[src/rtl/ring_meter.sv]
`default_nettype none
// ============================================================================
// Module   : ring_meter
// Brief    : Gated edge counter that measures the frequency of an asynchronous
//            ring-oscillator signal and exposes the result one byte at a time.
// Revision : 1.0
// ============================================================================
module ring_meter #(
    parameter int pGATE_LOG2 = 10,
    parameter int pWIDTH     = 16
) (
    input  logic        i_clk,
    input  logic        i_rst_n,
    input  logic        i_ring,
    input  logic        i_start,
    input  logic        i_byte_sel,
    output logic        o_busy,
    output logic        o_valid,
    output logic        o_ovf,
    output logic [15:0] o_count,
    output logic [7:0]  o_data
);

    localparam logic [1:0] c_ST_IDLE = 2'd0;
    localparam logic [1:0] c_ST_ARM  = 2'd1;
    localparam logic [1:0] c_ST_GATE = 2'd2;
    localparam logic [1:0] c_ST_DONE = 2'd3;

    localparam logic [1:0]          c_ARM_LAST  = 2'd2;
    localparam logic [pGATE_LOG2:0] c_GATE_LAST = {1'b0, {pGATE_LOG2{1'b1}}};
    localparam logic [pGATE_LOG2:0] c_GATE_ONE  = {{pGATE_LOG2{1'b0}}, 1'b1};
    localparam logic [pWIDTH-1:0]   c_EDGE_MAX  = {pWIDTH{1'b1}};
    localparam logic [pWIDTH-1:0]   c_EDGE_ONE  = {{(pWIDTH-1){1'b0}}, 1'b1};

    logic                  r_s1;
    logic                  r_s2;
    logic                  r_s3;
    logic [1:0]            r_state;
    logic [1:0]            r_arm_cnt;
    logic [pGATE_LOG2:0]   r_gate_cnt;
    logic [pWIDTH-1:0]     r_edge_cnt;
    logic                  r_ovf_int;
    logic                  r_ovf;
    logic [15:0]           r_count;

    logic                  w_edge;
    logic                  w_edge_sat;
    logic [pWIDTH-1:0]     w_edge_next;
    logic                  w_ovf_next;
    logic [15:0]           w_count_ext;

    assign w_edge      = r_s2 & ~r_s3;
    assign w_edge_sat  = (r_edge_cnt == c_EDGE_MAX);
    assign w_edge_next = (w_edge && !w_edge_sat) ? (r_edge_cnt + c_EDGE_ONE) : r_edge_cnt;
    assign w_ovf_next  = r_ovf_int | (w_edge & w_edge_sat);

    generate
        if (pWIDTH < 16) begin : g_zext
            assign w_count_ext = {{(16-pWIDTH){1'b0}}, w_edge_next};
        end else begin : g_full
            assign w_count_ext = w_edge_next;
        end
    endgenerate

    always_ff @(posedge i_clk or negedge i_rst_n) begin
        if (!i_rst_n) begin
            r_s1       <= 1'b0;
            r_s2       <= 1'b0;
            r_s3       <= 1'b0;
            r_state    <= c_ST_IDLE;
            r_arm_cnt  <= 2'd0;
            r_gate_cnt <= '0;
            r_edge_cnt <= '0;
            r_ovf_int  <= 1'b0;
            r_ovf      <= 1'b0;
            r_count    <= 16'd0;
        end else begin
            r_s1 <= i_ring;
            r_s2 <= r_s1;
            r_s3 <= r_s2;

            case (r_state)
                c_ST_IDLE, c_ST_DONE: begin
                    if (i_start) begin
                        r_state    <= c_ST_ARM;
                        r_arm_cnt  <= 2'd0;
                        r_gate_cnt <= '0;
                        r_edge_cnt <= '0;
                        r_ovf_int  <= 1'b0;
                    end
                end
                // Synchronizer flush; events seen here are stale and dropped.
                c_ST_ARM: begin
                    if (r_arm_cnt == c_ARM_LAST) begin
                        r_state <= c_ST_GATE;
                    end else begin
                        r_arm_cnt <= r_arm_cnt + 2'd1;
                    end
                end
                c_ST_GATE: begin
                    r_edge_cnt <= w_edge_next;
                    r_ovf_int  <= w_ovf_next;
                    if (r_gate_cnt == c_GATE_LAST) begin
                        r_count <= w_count_ext;
                        r_ovf   <= w_ovf_next;
                        r_state <= c_ST_DONE;
                    end else begin
                        r_gate_cnt <= r_gate_cnt + c_GATE_ONE;
                    end
                end
                default: begin
                    r_state <= c_ST_IDLE;
                end
            endcase
        end
    end

    assign o_busy  = (r_state == c_ST_ARM) || (r_state == c_ST_GATE);
    assign o_valid = (r_state == c_ST_DONE);
    assign o_ovf   = r_ovf;
    assign o_count = r_count;
    assign o_data  = i_byte_sel ? r_count[15:8] : r_count[7:0];

endmodule
`default_nettype wire

[config.mk]
export PLATFORM = sky130hd
export DESIGN_NAME = ring_meter
export DESIGN_NICKNAME = d
export VERILOG_FILES = /design/src/rtl/ring_meter.sv
export SDC_FILE = /design/constraint.sdc
export NUM_CORES = 1
export LEC_CHECK = 0
export CORE_UTILIZATION = 28
export DETAILED_ROUTE_END_ITERATION = 8
export GPL_TIMING_DRIVEN = 0
export SLEW_MARGIN = 20
export SYNTH_ARGS = -nofsm -noshare
export SYNTH_HDL_FRONTEND = slang
export SYNTH_SLANG_ARGS = --single-unit
[constraint.sdc]
create_clock -name i_clk -period 1.75 [get_ports i_clk]
set_clock_uncertainty 0.05 [all_clocks]
set_input_delay 0.175 -clock i_clk [delete_from_list [all_inputs] [get_ports i_clk]]
set_output_delay 0.175 -clock i_clk [all_outputs]
set_load 0.02 [all_outputs]
==> results.txt <==
The flow ran to the end, but the final reports show violations. The checks that failed: setup timing. In the routed layout, each cell is associated on average with a via count of 4.90. The sum of buffers and inverters on the critical path was 3; the number of routed nets with antenna violations was 0.

Counting I/O delays and the setup requirement, the final critical path takes 1.77 ns. The class of the tightest hold or removal check is in2reg. The run gives 308 as the cell count after synthesis. The critical path is of the reg2reg type. The number of filler cells placed in the layout was 1024. The critical path runs through a total of 8 cells. The initial antenna violation count was 0. The clock insertion delay at the later pin of the skew report is 0.31 ns, and the routability-driven placement congestion ratio is 0.817. Relative to the synthesized area, the layout overhead comes to 34.5%. In the final layout, the share of cells above drive strength 1 is 27.7%. TritonCTS built the clock tree. The total via count in the routed design is 2469, and the die span in x is 105 microns. The critical register-to-register path endpoint was o_count[2].

The logs give 2383 for the number of global-route vias before repair and -0.02 ns for the register-to-register path setup slack. For the worst setup path, the data required time is 1.91 ns. The total area of multi-input combinational cells is 1780 sq um.

The mean instance size in the synthesized netlist came out at 9.65 sq um. The worst-case IR drop observed on VDD is 0.000815 V. The critical path goes through inv_2, ha_4, nand3b_1, or3_1, buf_6, buf_4, nand2_1, o31ai_4.

The transition time at the pin with the least slew margin is 0.674 ns, and the number of cell instances on the worst register-to-register path is 8. Number of buffers added by the clock tree synthesis step: 5. Half-perimeter wire length after detailed placement: 4720 microns. For this block, the routed nets add up to 6860 microns of wire. The logs give 57 for the post-synthesis cell type count and 34.2% for the sequential share of power. After synthesis the netlist holds a flip-flop and latch count of 52.

The total count of max-transition violations in the final report was 0. The worst reg2reg path startpoint was r_state[0]. Setup violations remaining at the end of the flow were counted as 2. Switching power: 1.52 mW.

Static timing analysis puts the maximum clock frequency at 565 MHz. The number of cells in the design after placement is 474. The portion of total power attributed to the clock network is 18.0%, and the chip height is 105 microns. The mapped cell area was 2970 sq um; the internal power summed over all cells was 2.50 mW.

For the sum of negative setup slack, the log shows -0.0380 ns. For this design, the slowest cell found on the critical path is dfrtp_1. STA classifies the critical path startpoint as a flip-flop. The power density over the cells is 1010 nW/um^2. The flip-flop and latch area was 1310 sq um; the number of top-level design ports was 32.

Endpoint kind of the worst setup timing path: a flip-flop. Grouping stages by cell kind, the critical path spends the most delay in simple AND/OR/NAND/NOR gates. After layout, the worst path uses 101% of the clock period. The number of enable-type register cells in the synthesized netlist was 0; the switching power share of the total was 37.8%. Global routing consumed, over all layers together, 13.3% of the routing resources. After synthesis, the share of flip-flops with an asynchronous set or reset is 100%. The final standard cell count with taps included and fillers excluded was 504. Start point of the critical path: r_state[0]. Entering global routing, the biggest net connects 53 pins.

The tools report the buffer levels on the longest clock path as 2. For this run, the post-layout net count is 379. Buffers placed on the I/O ports in this run total 30. In this run the core area contains 37 standard-cell rows. The first detailed-routing pass ran for 4 iterations. In the routed design, unresolved DRC markers number 0.

The die covers 11000 sq um. Counting every net in the synthesized netlist gives 320. The run gives 38.7% as the final core area utilization. Data on the critical path arrives at its endpoint at 1.93 ns.

Number of warnings reported in the yosys synthesis log: 0. Once the floorplan was initialized, standard cells occupied 28.8% of the core. Dividing the detail-routed wire length by the instance count gives 13.6 microns. The share of power burned in combinational logic is 47.8%. In this design, the stage delay of the slowest critical-path cell is 0.40 ns.

Timing analysis after detailed placement gives a worst setup slack of -0.325 ns. The logs give 10300 sq um for the floorplan core area and 0 for the overall overflow remaining after global route. For this block, the initial DRC count from the detailed router was 86. The analysis attributes to cell leakage a power of 1.80 nW. Across the run, the number of max-cap violations was 0. The tools report the global-route wire length before repair as 11700 microns.

The final-report hold violation count was 0. The clock drives 52 sinks. Sequential cells were found to cover 43.8% of the synthesized design area.

The setup slack after layout came out at -0.0208 ns. Setup repair after global routing could not meet its margin everywhere. The clock-pin slew on the worst setup and hold paths was 0.10 ns; the number of H-tree levels was 2. Largest fanout on the critical path: 10. In this run the tightest slew margin relative to its limit is 55.0%. Among all flip-flop cells after synthesis, the most frequent one is dfrtp_1.

The tree is rooted in a clkbuf_8. Following the worst setup path forward leads to its endpoint at o_count[2]. The antenna cell count is 0.
## power by group through the flow
stage / clock network [mW] / logic, mW / registers [mW]
after floorplan: 0 / 1.09 / 1.38
after global placement: 0 / 1.45 / 1.39
after detailed placement: 0 / 1.48 / 1.40
after CTS: 0.749 / 1.89 / 1.37
after global routing: 0.792 / 2.12 / 1.39
final: 0.723 / 1.92 / 1.37
## cell usage after synthesis (3+ instances only)
cell	number	area [sq um]
o31ai_1	6	45.0
and3_1	6	37.5
xor2_1	4	35.0
a31oi_1	4	25.0
nand2_1	29	109
a21o_1	4	30.0
nand2b_1	8	50.1
dfrtp_1	52	1300
and4_1	4	35.0
inv_1	11	41.3
o22ai_1	3	18.8
a21oi_1	17	85.1
buf_2	7	35.0
nor2_1	17	63.8
o21ai_0	16	80.1
o21ai_1	18	90.1
mux2_2	9	101
nand3_1	15	75.1
ha_1	7	87.6
o21a_1	5	37.5
mux2i_1	8	80.1
nor3_1	4	20.0
and2_1	4	25.0
xnor2_1	7	61.3
## layout by cell type, fill, tap and decap left out, types with 4 or more instances in the layout
master           count
dfrtp_1             45
nand2_1             28
buf_4               22
o21ai_1             21
clkdlybuf4s50_1     19
nor2_1              16
a21oi_1             15
o21ai_0             12
nand3_1             12
inv_1                9
mux2_2               9
buf_6                8
nand2b_1             8
mux2i_1              8
xnor2_1              7
dfrtp_2              7
and3_1               6
clkbuf_8             6
dlymetal6s2s_1       6
o21a_1               5
a21o_1               4
a31oi_1              4
xor2_1               4
ha_4                 4
## repair_timing
action	CTS	global route
gates cloned	0	0
gates resized for setup	35	34
pin swaps	9	5
endpoints found under the hold margin	52	0
endpoints found under the setup margin	49	48
setup buffers	17	6
hold buffers	1	0
## metrics by stage
step | power [mW] | area (sq um) | hold slack, ns
CTS | 4.01 | 3860 | 0.270
detailed placement | 2.88 | 3520 | 0.213
global route | 4.30 | 4000 | 0.268
global placement | 2.84 | 3520 | 0.285
floorplan | 2.47 | 3050 | -0.171
finish | 4.02 | 4000 | 0.264
## metal layers
metal | track usage (%) | share of wire (%) | up-vias
met4 | 4.23 | 1.9 | 0
met1 | 17.4 | 48 | 1175
met3 | 2.50 | 3.8 | 12
met5 | 0 | 0 | -
met2 | 22.0 | 46 | 53
li1 | - | - | 1229
## worst min-delay path by stage
| stage | start | end | slack, ns | cells after the start |
|---|---|---|---|---|
| after floorplan | i_rst_n | o_count[0] | -0.17 | 0 |
| after global placement | r_s1 | r_s2 | 0.29 | 0 |
| after detailed placement | i_rst_n | o_count[1] | 0.21 | 1 |
| after CTS | i_ring | r_s1 | 0.27 | 1 |
| after global routing | i_ring | r_s1 | 0.27 | 1 |
| final | i_ring | r_s1 | 0.26 | 1 |
## sequential cells by signal, summed over array words and instances, names as in the netlist
register and cells:
o_count 16, r_s2 1, o_ovf 1, r_s1 1, r_arm_cnt 2, r_edge_cnt 16, r_state 2, r_ovf_int 1
r_gate_cnt 11, r_s3 1
## final cells by class
cell class	instances	area share, %
Timing Repair Buffer	54	12.6
Sequential cell	52	32.8
Clock inverter	2	0.250
Buffer	10	2.38
Inverter	11	1.10
Clock buffer	6	2.07
Multi-Input combinational cell	233	44.6
Tap cell	136	4.26
## worst register-to-register path: stages (launching register included)
cell and delay, ns:
dfrtp_1 0.40, inv_2 0.09, ha_4 0.14, nand3b_1 0.08
or3_1 0.40, buf_6 0.16, buf_4 0.17, nand2_1 0.11
o31ai_4 0.07
## logic make-up (layout without fill, tap and decap cells)
kind of cell	after synthesis	after routing	synth area share, %
xor gates and xnor gates	11	11	3.24
AOI/OAI and AO/OA	87	87	19.3
DFF	52	52	43.8
adders and majority gates	7	7	2.95
and+or+nand+nor	110	110	20.5
muxes	18	18	6.48
buffers and inverters	23	83	3.83
Power figures use the tool's default switching activity.
